==> src/rtl/uwire_shifter.sv <==
// uWire serial transmit stage: shifts one WORD_BITS word out MSB-first with a
// divided serial clock, then pulses latch-enable and returns to ready.
module uwire_shifter #(
  parameter int WORD_BITS = 32,
  parameter int CLK_DIV   = 4,
  parameter int LE_CYCLES = 2
) (
  input  logic                 clk,
  input  logic                 rst,
  input  logic [WORD_BITS-1:0] d,
  input  logic                 start,
  output logic                 ready,
  output logic                 uwire_clk,
  output logic                 uwire_data,
  output logic                 uwire_le
);

  localparam int CNT_MAX = (CLK_DIV > LE_CYCLES) ? CLK_DIV : LE_CYCLES;
  localparam int CNT_W   = $clog2(CNT_MAX) + 1;
  localparam int BIT_W   = $clog2(WORD_BITS) + 1;

  localparam logic [CNT_W-1:0] DIV_LAST = CNT_W'(CLK_DIV - 1);
  localparam logic [CNT_W-1:0] LE_LAST  = CNT_W'(LE_CYCLES - 1);
  localparam logic [CNT_W-1:0] CNT_ZERO = {CNT_W{1'b0}};
  localparam logic [CNT_W-1:0] CNT_ONE  = CNT_W'(1);
  localparam logic [BIT_W-1:0] BIT_INIT = BIT_W'(WORD_BITS);
  localparam logic [BIT_W-1:0] BIT_ONE  = BIT_W'(1);
  localparam logic [BIT_W-1:0] BIT_ZERO = {BIT_W{1'b0}};

  typedef enum logic [2:0] {
    IDLE     = 3'd0,
    SHIFT_LO = 3'd1,
    SHIFT_HI = 3'd2,
    LE_SETUP = 3'd3,
    LE_PULSE = 3'd4
  } state_t;

  state_t               state_r;
  state_t               state_s;
  logic [CNT_W-1:0]     cnt_r;
  logic [CNT_W-1:0]     cnt_s;
  logic [BIT_W-1:0]     bit_cnt_r;
  logic [BIT_W-1:0]     bit_cnt_s;
  logic [WORD_BITS-1:0] shreg_r;
  logic [WORD_BITS-1:0] shreg_s;

  logic ready_r;
  logic uwire_clk_r;
  logic uwire_data_r;
  logic uwire_le_r;
  logic ready_s;
  logic uwire_clk_s;
  logic uwire_data_s;
  logic uwire_le_s;

  // State, phase counter, bit counter and shift register
  always_ff @(posedge clk) begin
    if (rst) begin
      state_r   <= IDLE;
      cnt_r     <= CNT_ZERO;
      bit_cnt_r <= BIT_ZERO;
      shreg_r   <= {WORD_BITS{1'b0}};
    end else begin
      state_r   <= state_s;
      cnt_r     <= cnt_s;
      bit_cnt_r <= bit_cnt_s;
      shreg_r   <= shreg_s;
    end
  end

  // Next-state and datapath update; cnt_r counts cycles spent in the current phase
  always_comb begin
    state_s   = state_r;
    cnt_s     = cnt_r;
    bit_cnt_s = bit_cnt_r;
    shreg_s   = shreg_r;
    case (state_r)
      IDLE: begin
        cnt_s = CNT_ZERO;
        if (start) begin
          state_s   = SHIFT_LO;
          bit_cnt_s = BIT_INIT;
          shreg_s   = d;
        end else begin
          state_s = IDLE;
        end
      end
      SHIFT_LO: begin
        if (cnt_r == DIV_LAST) begin
          state_s = SHIFT_HI;
          cnt_s   = CNT_ZERO;
        end else begin
          cnt_s = cnt_r + CNT_ONE;
        end
      end
      SHIFT_HI: begin
        if (cnt_r == DIV_LAST) begin
          cnt_s     = CNT_ZERO;
          bit_cnt_s = bit_cnt_r - BIT_ONE;
          // The counter ends at zero; the last bit leaves the bus idle for LE setup
          if (bit_cnt_r != BIT_ONE) begin
            state_s = SHIFT_LO;
            shreg_s = shreg_r << 1'b1;
          end else begin
            state_s = LE_SETUP;
            shreg_s = {WORD_BITS{1'b0}};
          end
        end else begin
          cnt_s = cnt_r + CNT_ONE;
        end
      end
      LE_SETUP: begin
        if (cnt_r == DIV_LAST) begin
          state_s = LE_PULSE;
          cnt_s   = CNT_ZERO;
        end else begin
          cnt_s = cnt_r + CNT_ONE;
        end
      end
      LE_PULSE: begin
        if (cnt_r == LE_LAST) begin
          state_s = IDLE;
          cnt_s   = CNT_ZERO;
        end else begin
          cnt_s = cnt_r + CNT_ONE;
        end
      end
      default: begin
        state_s   = IDLE;
        cnt_s     = CNT_ZERO;
        bit_cnt_s = BIT_ZERO;
        shreg_s   = {WORD_BITS{1'b0}};
      end
    endcase
  end

  // Output decode from the next state so the bus pins come straight from flops
  always_comb begin
    ready_s      = 1'b0;
    uwire_clk_s  = 1'b0;
    uwire_data_s = 1'b0;
    uwire_le_s   = 1'b0;
    case (state_s)
      IDLE: begin
        ready_s = 1'b1;
      end
      SHIFT_LO: begin
        uwire_data_s = shreg_s[WORD_BITS-1];
      end
      SHIFT_HI: begin
        uwire_clk_s  = 1'b1;
        uwire_data_s = shreg_s[WORD_BITS-1];
      end
      LE_SETUP: begin
        uwire_data_s = 1'b0;
      end
      LE_PULSE: begin
        uwire_le_s = 1'b1;
      end
      default: begin
        ready_s = 1'b0;
      end
    endcase
  end

  // Registered bus outputs; reset returns the bus to idle without an LE pulse
  always_ff @(posedge clk) begin
    if (rst) begin
      ready_r      <= 1'b1;
      uwire_clk_r  <= 1'b0;
      uwire_data_r <= 1'b0;
      uwire_le_r   <= 1'b0;
    end else begin
      ready_r      <= ready_s;
      uwire_clk_r  <= uwire_clk_s;
      uwire_data_r <= uwire_data_s;
      uwire_le_r   <= uwire_le_s;
    end
  end

  assign ready      = ready_r;
  assign uwire_clk  = uwire_clk_r;
  assign uwire_data = uwire_data_r;
  assign uwire_le   = uwire_le_r;

endmodule
==> config.mk <==
export PLATFORM = sky130hd
export DESIGN_NAME = uwire_shifter
export DESIGN_NICKNAME = d
export VERILOG_FILES = /design/src/rtl/uwire_shifter.sv
export SDC_FILE = /design/constraint.sdc
export NUM_CORES = 1
export LEC_CHECK = 0
export ABC_AREA = 1
export BUFFER_PORTS_ARGS = -buffer_cell sky130_fd_sc_hd__clkbuf_2
export CAP_MARGIN = 20
export CORE_MARGIN = 2
export CORE_UTILIZATION = 55
export DETAILED_ROUTE_END_ITERATION = 8
export PLACE_DENSITY_LB_ADDON = 0.12
export SYNTH_ARGS = -nofsm -noshare
export SYNTH_HDL_FRONTEND = slang
export SYNTH_SLANG_ARGS = --single-unit
==> constraint.sdc <==
create_clock -name clk -period 1.7 [get_ports clk]
set_input_delay 0.085 -clock clk [delete_from_list [all_inputs] [get_ports clk]]
set_output_delay 0.085 -clock clk [all_outputs]
set_load 0.02 [all_outputs]
# [Word level (Yosys, flattened, before mapping)]
# Cells that the tools add are included.
[totals] register_bits=48 in_bits=35 output_inout_bits=4 word_cells=52
[op_classes] add_sub_neg=2 eq_ne=12 mux=20 n_bitwise=2 reduce_logical=7
[op_table] cell="$mux W32" n=3
[op_table] cell="$pmux W32 S3" n=1
[op_table] cell="$mux W3" n=6
[op_table] cell="$pmux W6 S3" n=1
[op_table] cell="$pmux W3 S5" n=1
[op_table] cell="$eq A3 B2 Y1 const B" n=4
[op_table] cell="$mux W6" n=2
[op_table] cell="$eq A3 B1 Y1 const B" n=3
[op_table] cell="$eq A3 B3 Y1 const B" n=2
[op_table] cell="$logic_not A3 Y1" n=2
[op_table] cell="$ne A6 B1 Y1 const B" n=1
[op_table] cell="$pmux W3 S2" n=1
[op_table] cell="$reduce_or A3 Y1" n=2
[op_table] cell="$sub A6 B1 Y6 const B" n=1
[op_table] cell="$mux W1" n=4
[op_table] cell="$ne A2 B2 Y1 const B" n=2
[op_table] cell="$reduce_or A2 Y1" n=2
[op_table] cell="$add A3 B1 Y3 const B" n=1
[op_table] cell="$reduce_and A3 Y1" n=1
[op_table] cell="$mux W2" n=1
[op_table] cell="$not A1 Y1" n=2

# [Logic depth before layout (Yosys ltp)]
[depth] ltp_word=8 depth_mapped=12 ltp_nobuf=12

# [Worst setup path before layout]
# OpenSTA, ideal clock, no wires.
[synth_timing] kind="register to register" from="register cnt_r[0]" to="register bit_cnt_r[0]" setup_time_ns=0.115 t_arrival_ns=1.427 slack_ns=0.158 path_stages_with_launch=11 period_less_slack_ns=1.542 cell_sequence="dfxtp_1 > ha_1 > ha_1 > buf_2 > inv_1 > nand3_2 > nand3_2 > buf_6 > clkinv_2 > o21ai_1 > nor2_1"
[synth_via] elab_chain_cells=3
[synth_lines] element="from (decl)" line_no="40" source="logic [CNT_W-1:0] cnt_r;"
[synth_lines] element="from (signal assigned)" line_no="65" source="cnt_r <= cnt_s;"
[synth_lines] element="$eq A3 B2 Y1" line_no="97" source="if (cnt_r == DIV_LAST) begin"
[synth_lines] element="$ne A2 B2 Y1 (no line)"
[synth_lines] element="$reduce_and A3 Y1 (no line)"
[synth_lines] element="to (signal assigned)" line_no="66" source="bit_cnt_r <= bit_cnt_s;"
[synth_lines] element="to (decl)" line_no="42" source="logic [BIT_W-1:0] bit_cnt_r;"
# Every way passes these cells.
# A chain may end at the register's enable or synchronous reset.

# [Worst setup path after layout]
[layout_timing] from="register cnt_r[1]" to="register uwire_data_r (netlist: uwire_data)"
[layout_via] elab_chain_cells=7 elab_cells_between_ends=14 classes_between="4 x eq/ne; 7 x mux; 1 x bitwise; 2 x reduce/logical"
[layout_lines] element="$eq A3 B1 Y1 or $eq A3 B2 Y1 (tied branches)"
[layout_lines] element="$mux W3, on equally long branches"
[layout_lines] element="$pmux W3 S5" line_no="77" source="case (state_r)"
[layout_lines] element="$eq A3 B2 Y1 or $eq A3 B1 Y1 (tied branches)" line_no="143" source="case (state_s)"
[layout_lines] element="$reduce_or A2 Y1 (no line)"
[layout_lines] element="$not A1 Y1 (no line)"
[layout_lines] element="$reduce_or A2 Y1 (no line)"
[layout_lines] element="to (signal assigned)" line_no="176" source="uwire_data_r <= uwire_data_s;"
[layout_lines] element="to (decl)" line_no="49" source="logic uwire_data_r;"
# Parallel ways exist; a longest one is shown, timed or not. The select of a mux whose other input is x is not followed.

==> results_dict.tcl <==
set metrics [dict create \
    status "finished, final reports clean" \
    startpoint_type "register" \
    drc_errors 0 \
    tightest_slew_ps 465 \
    gp_congestion 0.795 \
    wl_um 5070 \
    ys_top_cells_by_area "dfxtp_1, nand2_1, nand4_1, a31oi_1, ha_1" \
    antenna_found_initial 0 \
    gr-usage-all-layers_pct 21.4 \
    yosysSeqAreaShare_pct 41.3 \
    syn_area_mm2 0.00233 \
    area_delta_synth_final_pct 14.7 \
    grt_pass1_wl_um 8540 \
    drt_iter0_drc 112 \
    drtPass1Iterations 4 \
    path_buf_inv 2 \
    r2r-end "uwire_data" \
    min_from "d[16]" \
    root_buffer "clkbuf_8" \
    ant_nets 0 \
    clock-sinks 48 \
    cp_slowest_cell "dfxtp_1" \
    period_minus_slack_ps 1590 \
    ios 39 \
    dp_cells 393 \
    finalCritPeriodShare_pct 93.3 \
    cts_max_level 2 \
    grt_most_used_layer "met2" \
    rows 23 \
    worst_path_largest_cell_delay_ps 360 \
    critical_path_required_ps 1950 \
    p_clk_share_pct 30.3 \
    die_h_um 69.1 \
    p_int_mw 1.58 \
    syn_area_per_cell_um2 7.35 \
    clk_pin_slew_ps 90 \
    portBuffers 38 \
    dp_hpwl_um 3530 \
    post_cts_buffers 0 \
    rsz0062_at_grt "false" \
    worstHoldPathType "in2reg" \
    wl_per_cell_um 12.7 \
    grt_overflow 0 \
    core_mm2 0.00403 \
    p_per_area_mw_per_mm2 810 \
    cap_violations 0 \
    vias 2192 \
    hold_violations 0 \
    crit_path_end_kind "register" \
    synth_top_area_share_pct 41.3 \
    fin_nets 393 \
    hold_end "shreg_r[16]" \
    finalSetupTns_ps 0 \
    cts_buffers 5 \
    clk-insertion-delay-late_ps 300 \
    cts_resized 0 \
    die_area_mm2 0.00477 \
    drive_above_1_share_pct 20.3 \
    slew_violations 0 \
    cp_common_cell "nand2_1" \
    rrSetupSlack_ps 110 \
    initial_core_util_pct 57.8 \
    cp.depth 11 \
    num_antenna_cells 0 \
    clock_path_buffers 2 \
    ir_drop_mv 0.428 \
    power_leakage_nw 1.11 \
    power_frac_seq_pct 56.0 \
    timing.slew.headroom_pct 69.0 \
    syn-instance-count 317 \
    final_core_util_pct 66.3 \
    pre_cts_slack_ps 102 \
    setup_violations 0 \
    finalClockSkew_ps 7.16 \
    synth_warnings 0 \
    clock.fmax_mhz 630 \
    use_met3_pct 3.95 \
    stdcell_count 400 \
    fin_ws_ps 113 \
    r2r_cells 11 \
    gr-usage-met1_pct 29.3 \
    hold-path-cell-count 3 \
    die_w_um 69.1 \
    cp_data_arrival_time_ps 1830 \
    grt_pass1_vias 1929 \
    critPathMaxFanout 11 \
    swShare_pct 26.9 \
    r2r-start "cnt_r[1]" \
    ys_ff_latch 48 \
    yosysUniqueCellTypes 23 \
    p_comb_share_pct 13.7 \
    crit_family "simple AND/OR/NAND/NOR gates" \
    synth_nets 360 \
    grt_max_degree 26 \
    viasPerCell 5.48 \
    grt_use_met2_pct 34.5 \
    p_switching_uw 581 \
    synth_top_area_cell "dfxtp_1" \
    cts_hold_buf 0 \
    critical_path.cell_chain "ha_1, ha_2, buf_6, nand3_1, o21ai_0, nand2_1, nand2_2, nand2_1, nand2_1, inv_1, nor2_2" \
    cts_tree "done" \
    crit_type "reg2reg" \
]
per-stage QoR:
step	instance area [um2]	hold WS (ps)	power, mW
after floorplan	2330	233	1.43
after global placement	2570	342	1.52
after detailed placement	2570	344	1.53
after CTS	2650	17.2	2.18
after global routing	2670	33.6	2.26
final	2670	22.3	2.16
power by group through the flow:
stage                     Clock [mW]  Sequential [mW]  Combinational, mW
after CTS                      0.674             1.21              0.294
after global routing           0.709             1.22              0.335
after detailed placement           0             1.24              0.293
after global placement             0             1.24              0.288
after floorplan                    0             1.23              0.198
final                          0.656             1.21              0.296
routing by layer:
metal  share of wire [%]  routed length, um
met1                  48               2450
met2                  46               2310
met3                 5.0                255
met4                 1.1                 56
met5                   0                  0
state kept, by name (all words and copies together) (netlist names):
| name | cells |
|---|---|
| bit_cnt_r | 6 |
| cnt_r | 3 |
| ready | 1 |
| shreg_r | 32 |
| state_r | 3 |
| uwire_clk | 1 |
| uwire_data | 1 |
| uwire_le | 1 |
how the worst max path moves through the flow:
stage,startpoint,to,slack [ps]
final,cnt_r[1],uwire_data,110
after global routing,cnt_r[0],uwire_data,10
after CTS,cnt_r[0],uwire_data,90
after floorplan,cnt_r[0],bit_cnt_r[0],160
after detailed placement,cnt_r[0],uwire_data,100
after global placement,cnt_r[1],uwire_data,130
worst min-delay path: stages:
cell and delay, ps:
clkbuf_2 80, nand2_1 50, a31oi_1 70
layout by cell type, fill, tap and decap left out, types with 2 or more instances in the layout:
| master | n |
|---|---|
| nor2_2 | 3 |
| nand3_1 | 12 |
| a31oi_1 | 30 |
| clkbuf_8 | 5 |
| nor2_1 | 19 |
| clkinv_2 | 2 |
| ha_2 | 2 |
| a21oi_1 | 9 |
| nand2_1 | 93 |
| xor2_1 | 3 |
| inv_1 | 21 |
| o21ai_1 | 2 |
| buf_12 | 3 |
| inv_2 | 4 |
| buf_4 | 7 |
| clkbuf_2 | 38 |
| o21ai_0 | 2 |
| nor2_4 | 2 |
| dfxtp_1 | 48 |
| ha_1 | 6 |
| nand4_1 | 32 |
cell type report:
cell class	instances	area, um2
Multi-Input combinational cell	220	1150
Timing Repair Buffer	49	314
Sequential cell	48	961
Inverter	26	98.8
Tap cell	50	62.6
Clock inverter	2	12.5
Fill cell	377	1360
Clock buffer	5	68.8
synth_stat cells:
cell	instances
nor2_4	2
nand3_2	2
xor2_1	3
nand4_1	32
dfxtp_1	48
nor2_1	20
inv_2	4
clkinv_2	1
nand2_1	94
o21ai_1	2
ha_1	8
buf_4	2
clkbuf_1	10
o21ai_0	2
a21oi_1	9
buf_2	7
nor2_2	2
o22a_1	1
nand3_1	12
buf_6	4
inv_1	21
a31oi_1	30
nor3_1	1
cell families after synthesis:
family	after synthesis	share of synthesized area [%]
flops	48	41.3
xor+xnor	3	1.13
simple gates	165	32.1
fa+ha+maj	8	4.30
buf+inv	49	9.94
compound gates	44	11.2
(Power assumes the default switching activity.)
